`src/rtl/core_pkg.sv`:
```
// Shared integer-core types: register address width, data width and the
// write-back entry that carries a destination register and its result.
package core_pkg;
   localparam int XLEN       = 32;
   localparam int REG_ADDR_W = 5;
   localparam int NUM_REGS   = 32;

   typedef struct packed {
      logic [REG_ADDR_W-1:0] rd;
      logic [XLEN-1:0]       data;
   } wb_entry_t;
endpackage

```
`src/rtl/wb_fifo.sv`:
```
// Small FIFO of pending long-latency write-back entries; head is read straight
// from registered storage, so an entry pushed this cycle is poppable next cycle.
module wb_fifo
   import core_pkg::*;
#(
   parameter int DEPTH = 4
) (
   input  logic                         clk,
   input  logic                         reset,
   input  logic                         push,
   input  wb_entry_t                    push_entry,
   input  logic                         pop,
   output wb_entry_t                    head,
   output logic                         full,
   output logic                         empty,
   output logic [$clog2(DEPTH+1)-1:0]   count
);
   localparam int PTR_W = $clog2(DEPTH);
   localparam int CNT_W = $clog2(DEPTH + 1);

   wb_entry_t        mem [DEPTH];
   logic [PTR_W-1:0] wr_ptr_reg;
   logic [PTR_W-1:0] rd_ptr_reg;
   logic [CNT_W-1:0] count_reg;
   logic             do_push;
   logic             do_pop;

   assign do_push = push && !full;
   assign do_pop  = pop && !empty;

   always_ff @(posedge clk) begin
      if (reset) begin
         wr_ptr_reg <= '0;
         rd_ptr_reg <= '0;
         count_reg  <= '0;
      end else begin
         if (do_push)
            wr_ptr_reg <= wr_ptr_reg + PTR_W'(1);
         if (do_pop)
            rd_ptr_reg <= rd_ptr_reg + PTR_W'(1);
         if (do_push && !do_pop)
            count_reg <= count_reg + CNT_W'(1);
         else if (!do_push && do_pop)
            count_reg <= count_reg - CNT_W'(1);
      end
   end

   // Storage carries no reset so it can map onto distributed RAM.
   always_ff @(posedge clk) begin
      if (do_push)
         mem[wr_ptr_reg] <= push_entry;
   end

   assign head  = mem[rd_ptr_reg];
   assign full  = (count_reg == CNT_W'(DEPTH));
   assign empty = (count_reg == '0);
   assign count = count_reg;
endmodule

```
`src/rtl/regfile_writeback_ctrl.sv`:
```
// Register-file write-port arbiter: ALU results take priority over queued
// long-latency results; a scoreboard tracks outstanding destinations for decode.
module regfile_writeback_ctrl
   import core_pkg::*;
#(
   parameter int DEPTH = 4,
   parameter int XLEN  = core_pkg::XLEN
) (
   input  logic                  clk,
   input  logic                  reset,
   input  logic                  alu_valid,
   input  logic [4:0]            alu_rd,
   input  logic [XLEN-1:0]       alu_data,
   input  logic                  ll_valid,
   output logic                  ll_ready,
   input  logic [4:0]            ll_rd,
   input  logic [XLEN-1:0]       ll_data,
   input  logic                  issue_valid,
   input  logic [4:0]            issue_rd,
   input  logic [4:0]            rs1,
   input  logic [4:0]            rs2,
   input  logic [4:0]            rd_dec,
   output logic                  hazard,
   output logic                  alu_stall,
   output logic [NUM_REGS-1:0]   busy_vec,
   output logic                  RegWrite,
   output logic [4:0]            Rd,
   output logic [XLEN-1:0]       Write_data
);
   localparam int CNT_W = $clog2(DEPTH + 1);

   wb_entry_t           fifo_head;
   wb_entry_t           push_entry;
   logic                fifo_full;
   logic                fifo_empty;
   logic [CNT_W-1:0]    fifo_count;
   logic                push;
   logic                pop;
   logic                alu_write;
   logic [NUM_REGS-1:0] busy_reg;
   logic [NUM_REGS-1:0] busy_next;
   logic                reg_write_reg;
   logic [4:0]          rd_reg;
   logic [XLEN-1:0]     write_data_reg;

   assign ll_ready   = !fifo_full && !reset;
   assign alu_stall  = (fifo_count == CNT_W'(DEPTH));
   assign push_entry = '{rd: ll_rd, data: ll_data};
   // Results for x0 are accepted but never queued.
   assign push       = ll_valid && ll_ready && (ll_rd != '0);
   // Any ALU-valid cycle owns the write slot, even a discarded x0 result.
   assign pop        = !alu_valid && !fifo_empty;
   assign alu_write  = alu_valid && (alu_rd != '0);

   wb_fifo #(
      .DEPTH(DEPTH)
   ) u_fifo (
      .clk        (clk),
      .reset      (reset),
      .push       (push),
      .push_entry (push_entry),
      .pop        (pop),
      .head       (fifo_head),
      .full       (fifo_full),
      .empty      (fifo_empty),
      .count      (fifo_count)
   );

   assign busy_next[0] = 1'b0;
   for (genvar gi = 1; gi < NUM_REGS; gi++) begin : g_busy
      logic set_hit;
      logic clr_hit;
      assign set_hit = issue_valid && (issue_rd == REG_ADDR_W'(gi));
      assign clr_hit = pop && (fifo_head.rd == REG_ADDR_W'(gi));
      // A new issue to the same register outranks the retiring entry.
      assign busy_next[gi] = set_hit || (busy_reg[gi] && !clr_hit);
   end

   always_ff @(posedge clk) begin
      if (reset)
         busy_reg <= '0;
      else
         busy_reg <= busy_next;
   end

   always_ff @(posedge clk) begin
      if (reset) begin
         reg_write_reg  <= 1'b0;
         rd_reg         <= '0;
         write_data_reg <= '0;
      end else if (alu_write) begin
         reg_write_reg  <= 1'b1;
         rd_reg         <= alu_rd;
         write_data_reg <= alu_data;
      end else if (pop) begin
         reg_write_reg  <= 1'b1;
         rd_reg         <= fifo_head.rd;
         write_data_reg <= fifo_head.data;
      end else begin
         reg_write_reg  <= 1'b0;
      end
   end

   assign hazard     = busy_reg[rs1] | busy_reg[rs2] | busy_reg[rd_dec];
   assign busy_vec   = busy_reg;
   assign RegWrite   = reg_write_reg;
   assign Rd         = rd_reg;
   assign Write_data = write_data_reg;
endmodule

```
`config.mk`:
```
export PLATFORM = sky130hd
export DESIGN_NAME = regfile_writeback_ctrl
export DESIGN_NICKNAME = d
export VERILOG_FILES = /design/src/rtl/core_pkg.sv /design/src/rtl/wb_fifo.sv /design/src/rtl/regfile_writeback_ctrl.sv
export SDC_FILE = /design/constraint.sdc
export NUM_CORES = 1
export LEC_CHECK = 0
export CAP_MARGIN = 40
export CORE_MARGIN = 4
export CORE_UTILIZATION = 25
export DETAILED_ROUTE_END_ITERATION = 10
export GPL_ROUTABILITY_DRIVEN = 0
export PLACE_DENSITY = 0.55
export SYNTH_ARGS = -nofsm -noshare
export SYNTH_HDL_FRONTEND = slang
export SYNTH_SLANG_ARGS = --single-unit
```
`constraint.sdc`:
```
create_clock -name clk -period 4.2 [get_ports clk]
set_input_delay 1.05 -clock clk [delete_from_list [all_inputs] [get_ports clk]]
set_output_delay 1.05 -clock clk [all_outputs]
set_load 0.1 [all_outputs]
```
==> impl_metrics.json, run 1 <==
{
  "ir_worst_vdd_uv": 285.2,
  "diodes": 0,
  "fin_hold_ws_ps": 467.1,
  "switching_share_pct": 32.04,
  "synth_ff_type": "edfxtp_1",
  "path_class": "primary input to primary output",
  "grt_pass1_vias": 7110,
  "ctsRootBufferMaster": "clkbuf_16",
  "h-tree-depth": 1,
  "startpoint_type": "primary input",
  "syn_inst": 698,
  "finClkSkew_ps": 10.32,
  "largest_reg_flops": 148,
  "power_density_nw_per_um2": 494.6,
  "dieArea_um2": 41440,
  "drtIter0Drc": 453,
  "clock_sinks": 226,
  "hp-start": "Rd[4]",
  "die_x_um": 203.6,
  "tns_ps": 0,
  "ioPinCount": 172,
  "rsz0062_at_grt": "no",
  "internal_power_w": 0.004705,
  "hold_path.class": "register to register",
  "clkSlewWorstSetupHoldPaths_ps": 60,
  "syn-cell-area_um2": 9562,
  "routed_wirelength_um": 26750,
  "tritoncts": "done",
  "die_y_um": 203.6,
  "path_max_fanout": 9,
  "multi_input_area_um2": 3342,
  "synth.avg_cell_area_um2": 13.70,
  "synth_edf_count": 148,
  "crit_required_ps": 3150,
  "area_delta_synth_final_pct": 46.39,
  "crit_path_end_kind": "primary output",
  "port_buffers": 170,
  "max_slew_margin_pct": 59.42,
  "vias": 6842,
  "cap_violations": 0,
  "p_clk_share_pct": 31.6,
  "run_status": "complete, no violations",
  "min_period_ps": 4128,
  "synth_top_area_share_pct": 46.48,
  "synth_cell_types": 52,
  "synth_top_area_cell": "edfxtp_1",
  "grt_max_degree": 59,
  "reg2reg_slack_ps": 1700,
  "drive_gt1_share_pct": 22.88,
  "grt_overflow": 0,
  "timing.rr.end": "u_fifo.count[2]",
  "rows": 71,
  "wl_per_cell_um": 18.11,
  "setup_violations": 0,
  "grt_pass1_wl_um": 41320,
  "ys_seq_area_share_pct": 62.81,
  "r2r_cells": 9,
  "antenna_found_initial": 3,
  "yosys_warnings": 0,
  "core_area_um2": 37670,
  "tightest_slew_ps": 608.6,
  "synth.ff_latch_count": 226,
  "initial_utilization_pct": 25.39,
  "cp.arrival_ps": 3080,
  "cts_buffers": 25,
  "p_comb_share_pct": 30.4,
  "hold_viol_final": 0,
  "seq_area_um2": 6008,
  "clock.fmax_mhz": 242.2,
  "cts_setup_buffers": 0,
  "dr.pass1.iters": 5,
  "min_period_over_period_pct": 98.29,
  "synthesis.nets": 803,
  "ant_nets": 0,
  "nets": 1053,
  "hold_end": "Rd[4]",
  "synth_area_leaders": "edfxtp_1 46%, dfxtp_1 16%, mux4_2 13%",
  "leakage_nw": 4.723,
  "fillers": 3626,
  "p_seq_share_pct": 38.0,
  "via_per_inst": 4.632,
  "stdcell_count": 1477,
  "switchingPower_w": 0.002218,
  "hpwl_um": 18810,
  "grt_usage_pct": 12.55,
  "top_register": "u_fifo.mem",
  "drv_slew": 0,
  "dp.cells": 1432,
  "worstSkewPairLatency_ps": 510,
  "clock_path_buffers": 3,
  "drc": 0,
  "async_reset_ff_share_pct": 0,
  "timing.rr.start": "u_fifo.count[0]",
  "hold_depth": 2
}
-- power groups by stage --
stage                     clock (W)  combinational, W  sequential, W
after floorplan                   0          0.000917        0.00309
after global placement            0           0.00182        0.00273
after detailed placement          0           0.00214        0.00268
after CTS                   0.00225           0.00214        0.00264
after global routing        0.00235           0.00225        0.00266
final                       0.00219           0.00210        0.00263
-- logic make-up (layout without fill, tap and decap cells) --
group           count (synthesis)  after routing  share of synthesized area [%]
compound gates                116            116                          7.812
xor+xnor                        5              5                         0.4581
fa+ha+maj                       6              6                         0.8637
buf+inv                        53            321                          2.578
flops                         226            226                          62.81
mux                            71             71                          14.83
other cells                     1              1                        0.03922
simple gates                  220            220                          10.61
-- metal layers --
layer | part of all wire (%) | wire length, um | global-route usage [%] | vias to the layer above
met5 | 0.13 | 36 | 0 | -
met2 | 48 | 12750 | 20.98 | 246
met1 | 43 | 11550 | 16.67 | 3397
met3 | 7.6 | 2038 | 3.101 | 36
met4 | 1.4 | 376 | 2.674 | 6
li1 | - | - | - | 3157
-- cells in the mapped netlist, types with 6 or more instances --
cell,count
a21oi_1,36
a311oi_1,33
buf_2,13
buf_4,6
clkbuf_1,22
dfxtp_1,78
edfxtp_1,148
inv_1,6
mux2i_1,10
mux4_2,56
nand2_1,107
nand2b_1,7
nand3_1,17
nor2_1,49
nor2b_1,8
o21ai_0,25
o21ai_1,7
-- repair_timing --
action	4_1_cts	5_1_grt
hold buffers	0	0
endpoints found under the setup margin	1	1
gates resized for setup	1	4
pin swaps	0	2
-- worst max-delay path, cell delays in order --
cell	delay (ps)
clkdlybuf4s50_1	460
buf_4	170
nor2b_1	50
a2111oi_0	420
nor4b_1	140
a2111oi_2	380
nand3_1	190
buf_12	210
-- how the worst max path moves through the flow --
stage                    from               to  depth (start not counted)
global placement       rs2[0]           hazard                          7
finish                 rs2[1]           hazard                          8
detailed placement     rs2[0]           hazard                          7
floorplan               reset  u_fifo.count[2]                         10
CTS                    rs2[1]           hazard                          7
global route        rd_dec[1]           hazard                          8
-- per-stage QoR --
stage,instance area (um^2),total power [W],setup WS (ps),utilization [%]
global route,14000,0.007254,10.01,37.16
floorplan,9572,0.004003,-103.8,-
global placement,11910,0.004549,-3.030,31.62
finish,14000,0.006923,71.62,37.16
CTS,13990,0.007037,33.96,37.13
detailed placement,13150,0.004823,-36.80,34.92
-- layout make-up --
cell class              count  area share, %
clock inverters            12         0.8403
flip-flops and latches    226          42.92
repair buffers            269          22.48
well taps                 511          4.568
multi-input cells         419          23.88
inverters                   7         0.1877
clock buffers              33          5.122
-- layout by cell type, fill, tap and decap left out, types with 5 or more instances in the layout --
cell type / n
clkbuf_16: 26
nand3_1: 17
ha_1: 5
mux2_2: 5
edfxtp_1: 148
clkinv_2: 6
buf_12: 6
nor2_1: 48
mux4_2: 56
buf_8: 61
inv_1: 6
a21oi_1: 36
nand2_1: 107
nand2b_1: 7
a311oi_1: 33
o21ai_1: 7
buf_16: 9
o21ai_0: 25
dfxtp_1: 76
nor2b_1: 8
buf_4: 26
mux2i_1: 10
clkdlybuf4s50_1: 164
No activity file was read; power rests on OpenSTA's default activity.
==> run 2, diff against run 1 <==
CORE_UTILIZATION = 40   (was 25)
PLACE_DENSITY = 0.75   (was 0.55)
SLEW_MARGIN = 20   (was not set)
==> impl_metrics.json, run 2 (synthesis gave the netlist of run 1 again) <==
{
  "run_status": "complete, no violations",
  "ant_nets": 0,
  "startpoint_type": "primary input",
  "max_slew_margin_pct": 48.82,
  "rows": 56,
  "die_y_um": 162.6,
  "largest_reg_flops": 148,
  "nets": 1044,
  "reg2reg_slack_ps": 1670,
  "die_x_um": 162.6,
  "finalInstanceArea_um2": 13600,
  "vias": 6909,
  "dp.cells": 1232,
  "cts_setup_buffers": 0,
  "worstSkewPairLatency_ps": 510,
  "initial_utilization_pct": 40.74,
  "h-tree-depth": 1,
  "cap_violations": 0,
  "r2r_cells": 9,
  "crit_path_end_kind": "primary output",
  "tightest_slew_ps": 748.4,
  "grt_max_degree": 78,
  "clock_sinks": 226,
  "min_period_over_period_pct": 99.07,
  "area_delta_synth_final_pct": 42.27,
  "finClkSkew_ps": 18.76,
  "ioPinCount": 172,
  "power_density_nw_per_um2": 496.9,
  "dr.pass1.iters": 5,
  "ir_worst_vdd_uv": 388.2,
  "tritoncts": "done",
  "grt_pass1_vias": 7381,
  "grt_usage_pct": 19.44,
  "via_per_inst": 5.419,
  "timing.rr.start": "u_fifo.count[0]",
  "crit_required_ps": 3150,
  "postCtsHoldBufs": 0,
  "clock_path_buffers": 3,
  "port_buffers": 170,
  "power_w": 0.006759,
  "min_period_ps": 4161,
  "wl_per_cell_um": 20.18,
  "final_cell_mix": "164 x clkdlybuf4s50_1, 148 x edfxtp_1, 107 x nand2_1",
  "grt_overflow": 0,
  "top_register": "u_fifo.mem",
  "clkSlewWorstSetupHoldPaths_ps": 60,
  "timing.rr.end": "u_fifo.count[2]",
  "hold_depth": 2,
  "core_area_um2": 23470,
  "layout_commonest_cell": "clkdlybuf4s50_1",
  "stdcell_count": 1275,
  "setup_violations": 0,
  "hold_path.class": "register to register",
  "hold_viol_final": 0,
  "drive_gt1_share_pct": 21.44,
  "dieArea_um2": 26440,
  "grt_pass1_wl_um": 41120,
  "diodes": 0,
  "clock.fmax_mhz": 240.3,
  "hold_end": "Rd[4]",
  "fillers": 1785,
  "cts_buffers": 23,
  "drtIter0Drc": 501,
  "routed_wirelength_um": 25730,
  "cp.arrival_ps": 3110,
  "antenna_found_initial": 1,
  "ctsRootBufferMaster": "clkbuf_16",
  "path_max_fanout": 7,
  "drv_slew": 0,
  "drc": 0,
  "path_class": "primary input to primary output",
  "hp-start": "Rd[4]",
  "hpwl_um": 17560,
  "leakage_nw": 4.636,
  "dpl-instance-area_um2": 12830
}
==> run 2: changes by cell type in the layout (fill, tap and decap cells not counted), sizes merged <==
cell and change:
clkbuf -4, buf -8, clkinvlp -1, clkinv +1
dlygate4sd2 +1, bufinv +1
==> run 2: layer usage <==
layer / GRT usage (%) / vias to the layer above / share of wire [%]
met4: 3.126 / 2 / 1.4
met2: 33.46 / 318 / 49
met1: 25.53 / 3403 / 40
met3: 4.986 / 39 / 9.6
met5: 0 / - / 0.054
li1: - / 3147 / -
==> run 2: timing repair <==
action                     in CTS  in global routing
gates resized for setup         3                  3
setup endpoints to repair       1                  1
pin swaps                       0                  2
==> run 2: critical path: stages <==
cell	delay, ps
clkdlybuf4s50_1	400
buf_4	180
mux4_2	340
inv_1	30
a2111oi_0	690
a2111oi_2	60
nand3_1	160
buf_12	190
==> run 2: area by class of cell <==
class,instances,area [um^2],share of cell area (%)
Sequential cell,226,6008,44.17
Clock inverter,13,141.4,1.039
Inverter,7,26.28,0.1932
Clock buffer,29,608.1,4.470
Multi-Input combinational cell,419,3337,24.53
Tap cell,319,399.1,2.934
Timing Repair Buffer,262,3083,22.66
==> run 2: metrics by stage <==
stage / setup TNS [ps] / hold slack, ps / setup WS, ps / util [%]
final: 0 / 473.6 / 39.07 / 57.95
after global routing: -63.68 / 494.7 / -63.68 / 57.95
after CTS: 0 / 469.8 / 4.542 / 57.83
after detailed placement: -49.69 / 463.6 / -49.69 / 54.64
after global placement: 0 / 456.4 / 4.958 / 49.79
after floorplan: -103.8 / 476.7 / -103.8 / -
==> run 2: report_power, final <==
group	switching, W	internal, W	total (W)	leakage (nW)
clock network	0.000821	0.00121	0.00203	0.366
logic	0.00126	0.000846	0.00211	2.29
registers	0.0000936	0.00253	0.00262	1.98
total	0.00218	0.00458	0.00676	4.64
==> run 2: worst max-delay path by stage <==
stage / endpoint / slack (ps) / cells past startpoint / start
6_report: hazard / 40 / 8 / rs1[0]
5_1_grt: hazard / -60 / 8 / rs1[0]
4_1_cts: hazard / 5 / 8 / rd_dec[1]
3_5_place_dp: hazard / -50 / 7 / rs2[1]
3_3_place_gp: hazard / 5 / 8 / rd_dec[1]
2_1_floorplan: u_fifo.count[2] / -100 / 10 / reset
==> run 3, diff against run 2 <==
ABC_CLOCK_PERIOD_IN_PS = 4200   (was not set)
==> results of run 3 <==
The final DEF is identical to that of run 2; final timing and power are the same.
